$ cat config.mk
export PLATFORM = sky130hd
export DESIGN_NAME = buzzer_seq_ctrl
export DESIGN_NICKNAME = d
export VERILOG_FILES = /design/src/rtl/buzzer_pkg.sv /design/src/rtl/buzzer_tone_gen.sv /design/src/rtl/buzzer_seq_ctrl.sv
export SDC_FILE = /design/constraint.sdc
export NUM_CORES = 1
export LEC_CHECK = 0
export ABC_AREA = 0
export CORE_ASPECT_RATIO = 0.8
export CORE_MARGIN = 2
export CORE_UTILIZATION = 44
export CTS_BUF_LIST = sky130_fd_sc_hd__clkbuf_8
export CTS_CLUSTER_SIZE = 20
export DETAILED_ROUTE_END_ITERATION = 10
export SLEW_MARGIN = 40
export SYNTH_ARGS = -nofsm -noshare
export SYNTH_HDL_FRONTEND = slang
export SYNTH_SLANG_ARGS = --single-unit
$ cat constraint.sdc
create_clock -name clk -period 7.4 [get_ports clk]
set_input_delay 1.48 -clock clk [delete_from_list [all_inputs] [get_ports clk]]
set_output_delay 1.48 -clock clk [all_outputs]
set_load 0.02 [all_outputs]
$ cat src/rtl/buzzer_pkg.sv
// Shared definitions for the buzzer sequencer: entry layout, FSM states and
// the note half-period table (clk cycles per half wave at 50 MHz).
package buzzer_pkg;

    localparam int NOTE_MSB = 11;
    localparam int NOTE_LSB = 7;
    localparam int LEN_MSB  = 6;
    localparam int LEN_LSB  = 0;
    localparam logic [11:0] END_MARKER = 12'h000;
    localparam int HALF_W   = 17;

    typedef enum logic [2:0] {
        ST_IDLE,
        ST_FETCH,
        ST_WAIT,
        ST_DECODE,
        ST_PLAY
    } state_e;

    // Index 1 = C4, one semitone per step up to F#6; index 0 is the rest slot.
    localparam logic [HALF_W-1:0] NOTE_HALF [0:31] = '{
        17'd0,
        17'd95556, 17'd90194, 17'd85131, 17'd80353, 17'd75843, 17'd71586,
        17'd67568, 17'd63776, 17'd60196, 17'd56818, 17'd53629, 17'd50619,
        17'd47778, 17'd45097, 17'd42566, 17'd40177, 17'd37922, 17'd35793,
        17'd33784, 17'd31888, 17'd30098, 17'd28409, 17'd26815, 17'd25310,
        17'd23889, 17'd22548, 17'd21283, 17'd20088, 17'd18961, 17'd17897,
        17'd16892
    };

    // Scaled half period, never below one cycle so the toggle always advances.
    function automatic logic [HALF_W-1:0] tone_half(input logic [4:0] idx,
                                                    input int unsigned shift);
        logic [HALF_W-1:0] h;
        h = NOTE_HALF[idx] >> shift;
        return (h == '0) ? HALF_W'(1) : h;
    endfunction

endpackage

$ cat src/rtl/buzzer_tone_gen.sv
// Square-wave generator: toggles every half_i cycles while enabled, starts
// low on each enable, and is forced low whenever disabled.
module buzzer_tone_gen
    import buzzer_pkg::*;
#(
    parameter int HW = HALF_W
) (
    input  logic          clk,
    input  logic          rst,
    input  logic          en_i,
    input  logic [HW-1:0] half_i,
    output logic          buzzer_o
);

    logic [HW-1:0] cnt_q, cnt_d;
    logic          out_q, out_d;

    always_comb begin
        cnt_d = '0;
        out_d = 1'b0;
        if (en_i) begin
            if (cnt_q == half_i - 1'b1) begin
                cnt_d = '0;
                out_d = ~out_q;
            end else begin
                cnt_d = cnt_q + 1'b1;
                out_d = out_q;
            end
        end
    end

    always_ff @(posedge clk or posedge rst) begin
        if (rst) begin
            cnt_q <= '0;
            out_q <= 1'b0;
        end else begin
            cnt_q <= cnt_d;
            out_q <= out_d;
        end
    end

    // Gate so the level left over from the last play cycle never leaks out.
    assign buzzer_o = out_q & en_i;

endmodule

$ cat src/rtl/buzzer_seq_ctrl.sv
// Song sequencer: fetches note entries from BRAM, decodes pitch/length and
// drives the tone generator for length x TICK_CYCLES clocks per entry.
module buzzer_seq_ctrl
    import buzzer_pkg::*;
#(
    parameter int ADDR_WIDTH     = 11,
    parameter int DATA_WIDTH     = 12,
    parameter int TICK_CYCLES    = 3_125_000,
    parameter int TONE_DIV_SHIFT = 0
) (
    input  logic                  clk,
    input  logic                  rst,
    input  logic                  start,
    input  logic                  stop,
    input  logic                  loop_en,
    input  logic [ADDR_WIDTH-1:0] song_base,
    output logic                  bram_en,
    output logic [ADDR_WIDTH-1:0] bram_addr,
    input  logic [DATA_WIDTH-1:0] bram_data,
    output logic                  buzzer_o,
    output logic [4:0]            note_o,
    output logic                  busy,
    output logic                  done
);

    localparam int TICK_W = (TICK_CYCLES > 1) ? $clog2(TICK_CYCLES) : 1;
    localparam logic [TICK_W-1:0] TICK_LAST = TICK_W'(TICK_CYCLES - 1);

    state_e                  state_q, state_d;
    logic [ADDR_WIDTH-1:0]   ptr_q, ptr_d;
    logic [DATA_WIDTH-1:0]   entry_q, entry_d;
    logic [6:0]              len_q, len_d;
    logic [TICK_W-1:0]       tick_q, tick_d;
    logic                    done_q, done_d;
    logic [4:0]              ent_note;
    logic [6:0]              ent_len;
    logic                    tone_en;

    assign ent_note = entry_q[NOTE_MSB:NOTE_LSB];
    assign ent_len  = entry_q[LEN_MSB:LEN_LSB];

    always_comb begin
        state_d = state_q;
        ptr_d   = ptr_q;
        entry_d = entry_q;
        len_d   = len_q;
        tick_d  = tick_q;
        done_d  = 1'b0;
        unique case (state_q)
            ST_IDLE: begin
                if (start) begin
                    ptr_d   = song_base;
                    state_d = ST_FETCH;
                end
            end
            ST_FETCH: state_d = ST_WAIT;
            ST_WAIT: begin
                entry_d = bram_data;
                state_d = ST_DECODE;
            end
            ST_DECODE: begin
                if (entry_q == END_MARKER) begin
                    if (loop_en) begin
                        ptr_d   = song_base;
                        state_d = ST_FETCH;
                    end else begin
                        done_d  = 1'b1;
                        state_d = ST_IDLE;
                    end
                end else begin
                    // A zero length only reaches here with a real note: play one tick.
                    len_d   = (ent_len == 7'd0) ? 7'd1 : ent_len;
                    tick_d  = '0;
                    ptr_d   = ptr_q + 1'b1;
                    state_d = ST_PLAY;
                end
            end
            ST_PLAY: begin
                if (tick_q == TICK_LAST) begin
                    tick_d = '0;
                    if (len_q == 7'd1) state_d = ST_FETCH;
                    else               len_d   = len_q - 1'b1;
                end else begin
                    tick_d = tick_q + 1'b1;
                end
            end
            default: state_d = ST_IDLE;
        endcase
        // Abort has priority over everything, including a same-cycle start.
        if (stop) begin
            state_d = ST_IDLE;
            done_d  = 1'b0;
        end
    end

    always_ff @(posedge clk or posedge rst) begin
        if (rst) begin
            state_q <= ST_IDLE;
            ptr_q   <= '0;
            entry_q <= '0;
            len_q   <= '0;
            tick_q  <= '0;
            done_q  <= 1'b0;
        end else begin
            state_q <= state_d;
            ptr_q   <= ptr_d;
            entry_q <= entry_d;
            len_q   <= len_d;
            tick_q  <= tick_d;
            done_q  <= done_d;
        end
    end

    assign bram_en   = (state_q == ST_FETCH);
    assign bram_addr = ptr_q;
    assign busy      = (state_q != ST_IDLE);
    assign done      = done_q;
    assign note_o    = (state_q == ST_PLAY) ? ent_note : 5'd0;
    assign tone_en   = (state_q == ST_PLAY) && (ent_note != 5'd0);

    buzzer_tone_gen #(.HW(HALF_W)) u_tone (
        .clk      (clk),
        .rst      (rst),
        .en_i     (tone_en),
        .half_i   (tone_half(ent_note, TONE_DIV_SHIFT)),
        .buzzer_o (buzzer_o)
    );

endmodule

== Yosys cells after proc, flatten, opt, wreduce, memory -nomap -nowiden ==
Memories as Yosys holds them, arrays and structs flattened.
Index checks and enable logic that the tools add are counted.
Cells by class
  $add $sub $neg: 5
  order comparisons: 1
  eq/ne operators: 16
  multiplexer cells: 31
  bitwise operators: 3
  reduce and logical (&&, ||, !) cells: 13
Operator list (number)
  17-bit two-way mux: 5
  22-bit two-way mux: 2
  22-bit case mux with 2 select lines: 1
  11-bit two-way mux: 3
  7-bit two-way mux: 4
  22-bit by 1-bit adder with 22-bit output, second input constant: 1
  22-bit equality test, second input constant: 1
  11-bit case mux with 2 select lines: 1
  17-bit by 1-bit adder with 17-bit output, second input constant: 1
  17-bit equality test: 1
  17-bit zero test: 1
  17-bit by 1-bit subtractor with 17-bit output, second input constant: 1
  3-bit two-way mux: 5
  3-bit case mux with 5 select lines: 1
  7-bit case mux with 2 select lines: 1
  12-bit zero test: 1
  3-bit != test, second input constant: 4
  11-bit by 1-bit adder with 11-bit output, second input constant: 1
  2-bit != test, second input constant: 5
  7-bit by 1-bit equality test with 1-bit output, second input constant: 1
  7-bit zero test: 1
  1-bit two-way mux: 7
  7-bit by 1-bit subtractor with 7-bit output, second input constant: 1
  3-bit by 2-bit equality test with 1-bit output, second input constant: 2
  15 further kinds: 17
Storage, ports and cells
  register bits: 74
  bits in read-only memories: 544
  input bits: 28
  output and inout bits: 20
  word-level logic and storage cells: 78
  memories kept: 1
Memories
  (name not given): depth 32, width 17, rd ports 1, clocked after memory_dff 0, write ports 0, RTL line buzzer_pkg.sv:35  | h = NOTE_HALF[idx] >> shift;

== Logic depth before layout (Yosys ltp) ==
Gate-level depths: netlist (run 1).
  depth in word-level cells: 10
  mapped depth: 21
  mapped depth without buffers: 16

== Cells and area by module ==
From an unflattened synthesis (run 1), not the netlist that was laid out.
Unflattened totals
  cells, all modules: 660
  area, all modules: 5494.0 um2
Modules (own cells, without submodules)
  buzzer_seq_ctrl: instances 1, cells an instance 491, area an instance 4050.1 um2, seq. area each 1401.3 um2
  buzzer_tone_gen: instances 1, cells an instance 169, area an instance 1443.9 um2, seq. area each 450.4 um2

== Worst setup path after synthesis (run 1) ==
Ideal clock, no wire load.
  path type: reg-to-reg
  from: register entry_q[8]
  to: register u_tone.cnt_q[10]
  setup time: 0.136 ns
  arrival time: 4.474 ns
  data required time: 7.264 ns
  slack: 2.790 ns
  stages on the path, launching flop included: 21
  buffers on the path: 4
  clock period less this slack: 4.610 ns
  cell sequence: dfrtp_1 -> buf_2 -> clkbuf_1 -> inv_1 -> ha_1 -> inv_1 -> mux4_2 -> and3_1 -> o2111ai_1 -> o31a_1 -> ha_1 -> a21boi_0 -> nand4_1 -> o31ai_1 -> xor2_1 -> a2111oi_0 -> and4bb_1 -> and2_1 -> buf_6 -> buf_8 -> nor3_1
On the way
  word-level cells in the longest chain between the ends: 10
  elaborated cells between the ends (all ways): 12
  classes of those cells: add/sub (1); eq/ne (1); mux (5); bitwise (1); reduce/logical (3); memory (1)
RTL lines
  start: declaration: RTL line buzzer_seq_ctrl.sv:31  | logic [DATA_WIDTH-1:0] entry_q, entry_d;
  start signal: assignment: RTL line buzzer_seq_ctrl.sv:107  | entry_q <= entry_d;
  5-bit NOT with 6-bit output (not written as such): RTL line buzzer_pkg.sv:35
  memory read 32 x 17 bit
  17-bit two-way mux (not written as such) (2 in series): RTL line buzzer_pkg.sv:35
  17-bit zero test: RTL line buzzer_pkg.sv:36  | return (h == '0) ? HALF_W'(1) : h;
  17-bit two-way mux: RTL line buzzer_pkg.sv:36
  17-bit by 1-bit subtractor with 17-bit output: RTL line buzzer_tone_gen.sv:22  | if (cnt_q == half_i - 1'b1) begin
  17-bit equality test: RTL line buzzer_tone_gen.sv:22
  17-bit two-way mux: RTL line buzzer_tone_gen.sv:22
  17-bit two-way mux *: RTL line buzzer_tone_gen.sv:21  | if (en_i) begin
  via u_tone.cnt_d[10]: RTL line buzzer_tone_gen.sv:15  | logic [HW-1:0] cnt_q, cnt_d;
  end signal: assignment: RTL line buzzer_tone_gen.sv:37  | cnt_q <= cnt_d;
  end: declaration: RTL line buzzer_tone_gen.sv:15
Mark *: on every way through the listed nets, which the timed path passes. The rest lies on a longest branch. The select of a mux whose other input is x is not followed.
A chain may end at the register's enable or synchronous reset.

== Final worst setup path (run 1) ==
  from: register entry_q[8]
  to: register u_tone.cnt_q[11]
The elaborated chain is that of the path after synthesis.

==> results of run 1 <==
## power breakdown
part           internal [mW]  switching (mW)  total (mW)  leakage (nW)
clock                  0.166           0.163       0.329         0.103
combinational          0.541           0.776        1.32          1.35
sequential             0.477           0.117       0.594         0.965
## metal layers
metal | GRT usage (%) | wire (um)
met3 | 4.15 | 642
met4 | 5.33 | 123
met2 | 35.6 | 6360
met5 | 0 | 0
met1 | 30.7 | 6740
## sequential cells by signal (all words and copies together) (netlist names)
register / cells
bram_addr: 11
done: 1
entry_q: 12
len_q: 7
state_q: 3
tick_q: 22
u_tone.cnt_q: 17
u_tone.out_q: 1
## cells in the final DEF, fill, tap and decap left out, types with 4 or more instances in the layout
master	count
and2_1	6
and3_1	16
o31a_1	4
clkdlybuf4s50_1	47
xor2_1	20
o21ai_0	63
nand2b_1	8
nor2b_1	4
o41ai_1	4
buf_4	8
nand4_1	8
o21a_1	4
clkbuf_8	10
a21oi_1	37
nor3_1	29
o22ai_1	10
o211ai_1	6
nor4_1	7
nor2_1	45
mux2i_1	8
nor3b_1	6
or2_2	5
dfrtp_1	73
xnor2_1	18
nand2_1	72
mux2_2	9
inv_1	14
o2111ai_1	4
nand3_1	36
a21o_1	4
o31ai_1	4
a21boi_0	4
a31oi_1	4
ha_1	14
## worst max-delay path: stages (launching register included)
cell and delay (ns):
dfrtp_1 0.77, inv_1 0.28, ha_1 0.51, inv_1 0.08, mux4_2 0.48, and3_1 0.22, o2111ai_1 0.20, o31a_1 0.17
ha_1 0.18, a21boi_0 0.40, nand4_1 0.30, o31ai_1 0.39, xor2_1 0.10, a2111oi_0 0.33, and4bb_1 0.29, and2_1 0.54
nor3_1 0.13
## cell usage after synthesis (3+ instances only)
| cell type | count |
|---|---|
| buf_6 | 3 |
| o21ai_0 | 63 |
| nor2_1 | 45 |
| nand2_1 | 72 |
| nand2b_1 | 8 |
| and3_1 | 16 |
| nor3b_1 | 7 |
| nor3_1 | 29 |
| a21oi_1 | 37 |
| or2_2 | 5 |
| a21boi_0 | 4 |
| or3_1 | 3 |
| nand3_1 | 36 |
| o22ai_1 | 10 |
| buf_2 | 8 |
| o211ai_1 | 6 |
| nor4_1 | 7 |
| and2_1 | 6 |
| nand4_1 | 8 |
| o2111ai_1 | 4 |
| o41ai_1 | 4 |
| o31ai_1 | 4 |
| a21o_1 | 4 |
| xnor2_1 | 18 |
| dfrtp_1 | 74 |
| o221ai_1 | 3 |
| clkbuf_1 | 22 |
| mux2_2 | 9 |
| o31a_1 | 4 |
| o21a_1 | 4 |
| ha_1 | 14 |
| and4_1 | 3 |
| nor2b_1 | 4 |
| o211a_1 | 3 |
| xor2_1 | 20 |
| inv_1 | 15 |
| a31oi_1 | 5 |
| mux2i_1 | 8 |
## final cells by class
type,instances,area [um2]
Clock buffer,10,138
Clock inverter,6,65.1
Fill cell,1108,5600
Inverter,17,63.8
Multi-Input combinational cell,515,3250
Sequential cell,74,1850
Tap cell,148,185
Timing Repair Buffer,56,542
## cell families (layout without fill, tap and decap cells)
logic type	after synthesis	in the layout	synth area share, %
xor+xnor	38	38	6.22
fa+ha+maj	14	14	3.28
buf+inv	55	89	4.82
compound gates	183	183	22.3
simple gates	260	260	24.3
mux	20	20	4.45
flops	74	74	34.6
## worst min-delay path by stage
stage               slack [ns]         end  cells past startpoint       start
floorplan                 0.45  tick_q[21]                      1  tick_q[21]
global placement          0.48  tick_q[21]                      1  tick_q[21]
detailed placement        0.49  tick_q[21]                      1  tick_q[21]
CTS                       0.50  tick_q[21]                      1  tick_q[21]
global route              0.51  tick_q[21]                      1  tick_q[21]
finish                    0.50  tick_q[21]                      1  tick_q[21]
## metrics by stage
step / area, um2 / util (%) / power [mW] / hold slack [ns]
finish: 6100 / 52.1 / 2.24 / 0.496
global route: 6100 / 52.1 / 2.41 / 0.505
CTS: 6090 / 52.1 / 2.22 / 0.497
detailed placement: 5890 / 50.4 / 1.88 / 0.486
global placement: 5890 / 50.4 / 1.88 / 0.476
floorplan: 5350 / - / 1.58 / 0.450
==> results_tabular.tex, run 1 <==
\begin{tabular}{lr}
\hline
Metric & Value \\
\hline
\multicolumn{2}{l}{\textbf{Synth}} \\
Total of warnings raised by yosys & 0 \\
Number of distinct library cells after synthesis & 73 \\
Synth area leader & dfrtp\_1 \\
Share of synthesized area occupied by flip-flops and latches & 34.6\% \\
Share of flip-flops with an asynchronous set or reset & 100\% \\
Fraction of post-synthesis cell area in the top cell type by area & 34.6\% \\
Summed instance area of the synthesized netlist & 5350 um2 \\
Cells taking the most area after synthesis & dfrtp\_1 35\%, o21ai\_0 5.9\%, nand2\_1 5.1\% \\
Number of nets in the synthesized netlist & 686 \\
Synthesized netlist cell count & 644 \\
Post-synthesis sequential element count & 74 \\
Most frequently used flop master after synthesis & dfrtp\_1 \\
EDFF count, synth & 0 \\
Synth Area per Inst & 8.30 um2 \\
\multicolumn{2}{l}{\textbf{Critical path}} \\
Category of the most critical setup path & reg -> reg \\
Start point of the critical path & entry\_q[8] \\
Arrival time of the worst setup path & 5.73 ns \\
Last element of the critical path & u\_tone.cnt\_q[11] \\
Type of element capturing the critical path & register \\
Number of cell instances on the worst register-to-register path & 16 \\
Endpoint required time on the critical path & 7.60 ns \\
CP Max Fanout & 23 \\
Endpoint of the most critical register-to-register path & u\_tone.cnt\_q[11] \\
Reg-to-reg critical path startpoint & entry\_q[8] \\
Register-to-register setup slack & 1.87 ns \\
Worst Setup Start Kind & register \\
\multicolumn{2}{l}{\textbf{STA}} \\
Setup repair after global routing missed its margin & no \\
Fin. max-slew vios & 0 \\
Final setup skew & 0.0169 ns \\
Number of hold-slack violations in the final timing report & 0 \\
Post-route clock period utilization & 74.7\% \\
Setup Viol. Count Final & 0 \\
Final critical path time including I/O delays and setup & 5.53 ns \\
Peak clock frequency supported by timing & 181 MHz \\
Sum Neg Setup Slack & 0 ns \\
Slew at the pin with the worst max-slew slack & 0.696 ns \\
Min setup slack post-route & 1.87 ns \\
Headroom to the max-slew limit & 53.6\% \\
\multicolumn{2}{l}{\textbf{Placement}} \\
Post-DP HPWL & 9.70 mm \\
\# port buffers & 47 \\
Placer congestion estimate & 0.896 \\
Cell Count Post-Placement & 810 \\
Worst slack at placement & 1.98 ns \\
\multicolumn{2}{l}{\textbf{Die}} \\
Total die area & 13100 um2 \\
Core Footprint & 11700 um2 \\
Die boundary height & 103 um \\
Starting utilization of the core area & 45.7\% \\
Overall die width & 127 um \\
Number of top-level design ports & 48 \\
Row count & 35 \\
\multicolumn{2}{l}{\textbf{Global routing}} \\
Vias in the first global route & 4638 \\
Largest net degree at the start of global routing & 75 \\
Remaining Overflow, GRT & 0 \\
Wire length of the first global-routing pass & 23.0 mm \\
Antenna violations before repair & 0 \\
Tot GR Track Use & 21.9\% \\
\multicolumn{2}{l}{\textbf{Pwr}} \\
PwrDens & 367 nW/um2 \\
Leakage power total & 2.42 nW \\
Max rail drop VDD & 0.153 mV \\
\multicolumn{2}{l}{\textbf{Route}} \\
Vias & 5008 \\
Initial detailed-routing violation count & 414 \\
Remaining antenna violation count & 0 \\
Post-DR wirelength/cell & 16.8 um \\
Total length of routed wires & 13.9 mm \\
Per-cell via count in the routed design & 6.06 \\
Total DRC errors in the routed layout & 0 \\
Detailed-routing iteration count for the pre-antenna-repair pass & 5 \\
\multicolumn{2}{l}{\textbf{Clock network}} \\
TritonCTS clock tree & built \\
Master cell of the clock root buffer & clkbuf\_8 \\
Clk buf depth & 2 \\
\# hold bufs at CTS & 0 \\
Sink count of the clock tree & 74 \\
Clock latency of the later-clocked register in the worst-skew pair & 0.36 ns \\
Number of buffers inserted to repair setup after CTS & 0 \\
Clock slew at reported path FFs & 0.08 ns \\
Number of clock buffers inserted by TritonCTS & 9 \\
CTS resizes & 0 \\
CTS H-tree depth & 3 \\
\multicolumn{2}{l}{\textbf{Run}} \\
Max-cap viol count & 0 \\
\multicolumn{2}{l}{\textbf{Finish}} \\
Post-route non-filler standard cell count & 826 \\
Ant. Diodes & 0 \\
Layout area overhead & 14.0\% \\
Net total in the final layout & 715 \\
Fraction of layout instances using a drive strength above 1 & 7.96\% \\
\multicolumn{2}{l}{\textbf{Hold path}} \\
Path class of the lowest-slack min-delay path & reg -> reg \\
\multicolumn{2}{l}{\textbf{Run status}} \\
Result of the run & finished, final reports clean \\
\hline
\end{tabular}
No activity file was read; power rests on OpenSTA's default activity.
==> run 2, diff against run 1 <==
- clock period: 7.4 -> 5.5 ns (I/O delays scaled with it)
==> run 2 against run 1 <==
Against the previous run: wire length grew 1.4%; clock skew shrank 0.0072 ns; cell count grew 0.48%; sequential power grew 30%; largest cell class unchanged; register-to-register slack lost 1.3 ns; worst hold slack gained 0.019 ns; highest routed layer unchanged; critical path depth is the same; via count grew 0.94%; clock-buffer cell count shrank 1; total power grew 36%.
==> results_tabular.tex, run 2 (synthesis gave the netlist of run 1 again) <==
\begin{tabular}{lr}
\hline
Metric & Value \\
\hline
\multicolumn{2}{l}{\textbf{Pwr}} \\
Leakage power total & 2.44 nW (+0.81\%) \\
PwrDens & 497 nW/um2 (+35\%) \\
Clock group share of total power & 14.3\% (-0.4 points) \\
Combinational Power Share & 60.2\% (+1.4 points) \\
Share of total power consumed by net switching & 47.2\% (+0.059 points) \\
Max rail drop VDD & 0.202 mV (+31\%) \\
Internal power consumption & 1.60 mW (+35\%) \\
Overall power of the completed layout & 3.04 mW (+36\%) \\
Sequential share of power & 25.5\% (-1.0 points) \\
Switching power summed over all nets & 1.43 mW (+36\%) \\
\multicolumn{2}{l}{\textbf{Clock network}} \\
Number of clock buffers inserted by TritonCTS & 9 (unchanged) \\
CTS resizes & 0 (unchanged) \\
\# hold bufs at CTS & 0 (unchanged) \\
Clock latency of the later-clocked register in the worst-skew pair & 0.36 ns (about the same) \\
TritonCTS clock tree & built \\
Master cell of the clock root buffer & clkbuf\_8 \\
Number of buffers inserted to repair setup after CTS & 0 (unchanged) \\
Clock slew at reported path FFs & 0.09 ns (about the same) \\
CTS H-tree depth & 3 (unchanged) \\
Clk buf depth & 2 (unchanged) \\
Sink count of the clock tree & 74 (unchanged) \\
\multicolumn{2}{l}{\textbf{STA}} \\
Final critical path time including I/O delays and setup & 4.96 ns (-0.564 ns) \\
Setup Viol. Count Final & 0 (unchanged) \\
Setup repair after global routing missed its margin & no \\
Final setup skew & 0.00971 ns (-0.00716 ns) \\
Fin. max-slew vios & 0 (unchanged) \\
Post-route clock period utilization & 90.3\% (+16 points) \\
Slew at the pin with the worst max-slew slack & 0.814 ns (+0.118 ns) \\
Headroom to the max-slew limit & 45.6\% (-8.0 points) \\
Number of hold-slack violations in the final timing report & 0 (unchanged) \\
Peak clock frequency supported by timing & 201 MHz (+11\%) \\
Sum Neg Setup Slack & 0 ns (unchanged) \\
\multicolumn{2}{l}{\textbf{Placement}} \\
Post-DP HPWL & 10.1 mm (+3.7\%) \\
Placer congestion estimate & 0.934 (+4.2\%) \\
\# port buffers & 47 (unchanged) \\
\multicolumn{2}{l}{\textbf{Die}} \\
Number of top-level design ports & 48 (unchanged) \\
Total die area & 13100 um2 (unchanged) \\
Core Footprint & 11700 um2 (unchanged) \\
Row count & 35 (unchanged) \\
Overall die width & 127 um (unchanged) \\
Starting utilization of the core area & 45.7\% (unchanged) \\
Die boundary height & 103 um (unchanged) \\
\multicolumn{2}{l}{\textbf{Finish}} \\
Net total in the final layout & 719 (+0.56\%) \\
Ant. Diodes & 0 (unchanged) \\
Layout area overhead & 14.4\% \\
Fraction of layout instances using a drive strength above 1 & 8.36\% (+0.39 points) \\
Leading cell type in the layout, fill and taps excluded & dfrtp\_1 \\
Highest-count cells in the layout ignoring fill and taps & 74 x dfrtp\_1, 72 x nand2\_1, 63 x o21ai\_0, 47 x clkdlybuf4s50\_1, 44 x nor2\_1 \\
Max reg flops & 22 (unchanged) \\
Largest registers & tick\_q x22, u\_tone.cnt\_q x17, entry\_q x12 \\
Most flops, register & tick\_q \\
\multicolumn{2}{l}{\textbf{Critical path}} \\
CP Max Fanout & 17 (-26\%) \\
Start point of the critical path & entry\_q[7] \\
Worst Setup Start Kind & register \\
Critical path, cell by cell & inv\_1 > ha\_1 > inv\_1 > mux4\_2 > and3\_1 > o2111ai\_1 > o31a\_1 > ha\_1 > a21boi\_0 > nand4\_1 > o31ai\_1 > xor2\_1 > a2111oi\_0 > and4bb\_1 > and2\_1 > nor3b\_1 \\
Cell type of the slowest stage on the worst timing path & and2\_1 \\
Endpoint required time on the critical path & 5.71 ns (-1.89 ns) \\
Arrival time of the worst setup path & 5.18 ns (-0.55 ns) \\
Category of the most critical setup path & reg -> reg \\
Reg-to-reg critical path startpoint & entry\_q[7] \\
Type of element capturing the critical path & register \\
Delay contributed by the slowest stage of the critical path & 0.56 ns (-0.21 ns) \\
\multicolumn{2}{l}{\textbf{Run status}} \\
Result of the run & finished, final reports clean \\
\multicolumn{2}{l}{\textbf{Global routing}} \\
Vias in the first global route & 4877 (+5.2\%) \\
Wire length of the first global-routing pass & 23.8 mm (+3.7\%) \\
Remaining Overflow, GRT & 0 (unchanged) \\
Antenna violations before repair & 0 (unchanged) \\
Largest net degree at the start of global routing & 48 (-36\%) \\
Tot GR Track Use & 22.6\% (+0.71 points) \\
\multicolumn{2}{l}{\textbf{Run}} \\
Max-cap viol count & 0 (unchanged) \\
\multicolumn{2}{l}{\textbf{Hold path}} \\
Startpoint of the lowest-slack hold path & tick\_q[21] \\
Path class of the lowest-slack min-delay path & reg -> reg \\
\multicolumn{2}{l}{\textbf{Route}} \\
Total length of routed wires & 14.1 mm (+1.4\%) \\
Initial detailed-routing violation count & 551 (+33\%) \\
Total DRC errors in the routed layout & 0 (unchanged) \\
Vias & 5055 (+0.94\%) \\
Per-cell via count in the routed design & 6.09 (+0.45\%) \\
Detailed-routing iteration count for the pre-antenna-repair pass & 5 (unchanged) \\
Remaining antenna violation count & 0 (unchanged) \\
Post-DR wirelength/cell & 16.9 um (+0.90\%) \\
\hline
\end{tabular}
==> run 2: changes by cell type in the layout (fill, tap and decap cells not counted), sizes merged <==
cell	delta
buf	+4
clkbuf	-1
inv	+1
==> run 2: final timing paths <==
| path | depth (start not counted) | end | slack, ns |
|---|---|---|---|
| max | 16 | u_tone.cnt_q[1] | 0.54 |
| min reg2reg | 1 | tick_q[21] | 0.51 |
| min | 1 | tick_q[21] | 0.51 |
| max reg2reg | 16 | u_tone.cnt_q[1] | 0.54 |
| max in group asynchronous | 3 | tick_q[21] | 3.50 |
| min in group asynchronous | 2 | bram_addr[2] | 1.17 |
==> run 2: layer usage <==
layer | GRT usage (%) | up-vias | part of all wire (%)
li1 | - | 2436 | -
met1 | 30.6 | 2418 | 48
met2 | 37.0 | 173 | 45
met3 | 4.41 | 28 | 4.8
met4 | 7.44 | 0 | 2.3
met5 | 0 | - | 0
==> run 2: area by class of cell <==
class	instances	area (um2)
Clock inverter	7	68.8
Tap cell	148	185
Sequential cell	74	1850
Timing Repair Buffer	60	568
Inverter	17	66.3
Fill cell	1115	5580
Multi-Input combinational cell	515	3250
Clock buffer	9	124
==> run 2: power by group through the flow <==
stage	Sequential, mW	Clock (mW)	Combinational (mW)
after floorplan	0.753	0	1.38
after global routing	0.798	0.471	1.99
after CTS	0.775	0.446	1.80
after detailed placement	0.786	0	1.78
after global placement	0.783	0	1.78
final	0.775	0.435	1.83
==> run 2: stage by stage <==
step / util, % / setup WS, ns / area (um2) / instances / hold WS [ns]
finish: 52.3 / 0.535 / 6120 / 830 / 0.514
global route: 52.3 / 0.0952 / 6120 / 830 / 0.553
CTS: 52.3 / 0.581 / 6120 / 830 / 0.514
detailed placement: 50.7 / 0.617 / 5920 / 814 / 0.498
global placement: 50.6 / 0.821 / 5920 / 814 / 0.475
floorplan: - / 0.890 / 5350 / 644 / 0.450
==> run 2: critical path, delay by kind of cell, from the launching register on <==
family | cells | cell delay (ns)
buffers and inverters | 2 | 0.20
XOR/XNOR | 1 | 0.10
AO/OA/AOI/OAI | 5 | 1.55
multiplexers | 1 | 0.48
flip-flops | 1 | 0.35
adder cells (fa/ha/maj) | 2 | 0.64
AND/OR/NAND/NOR | 5 | 1.50
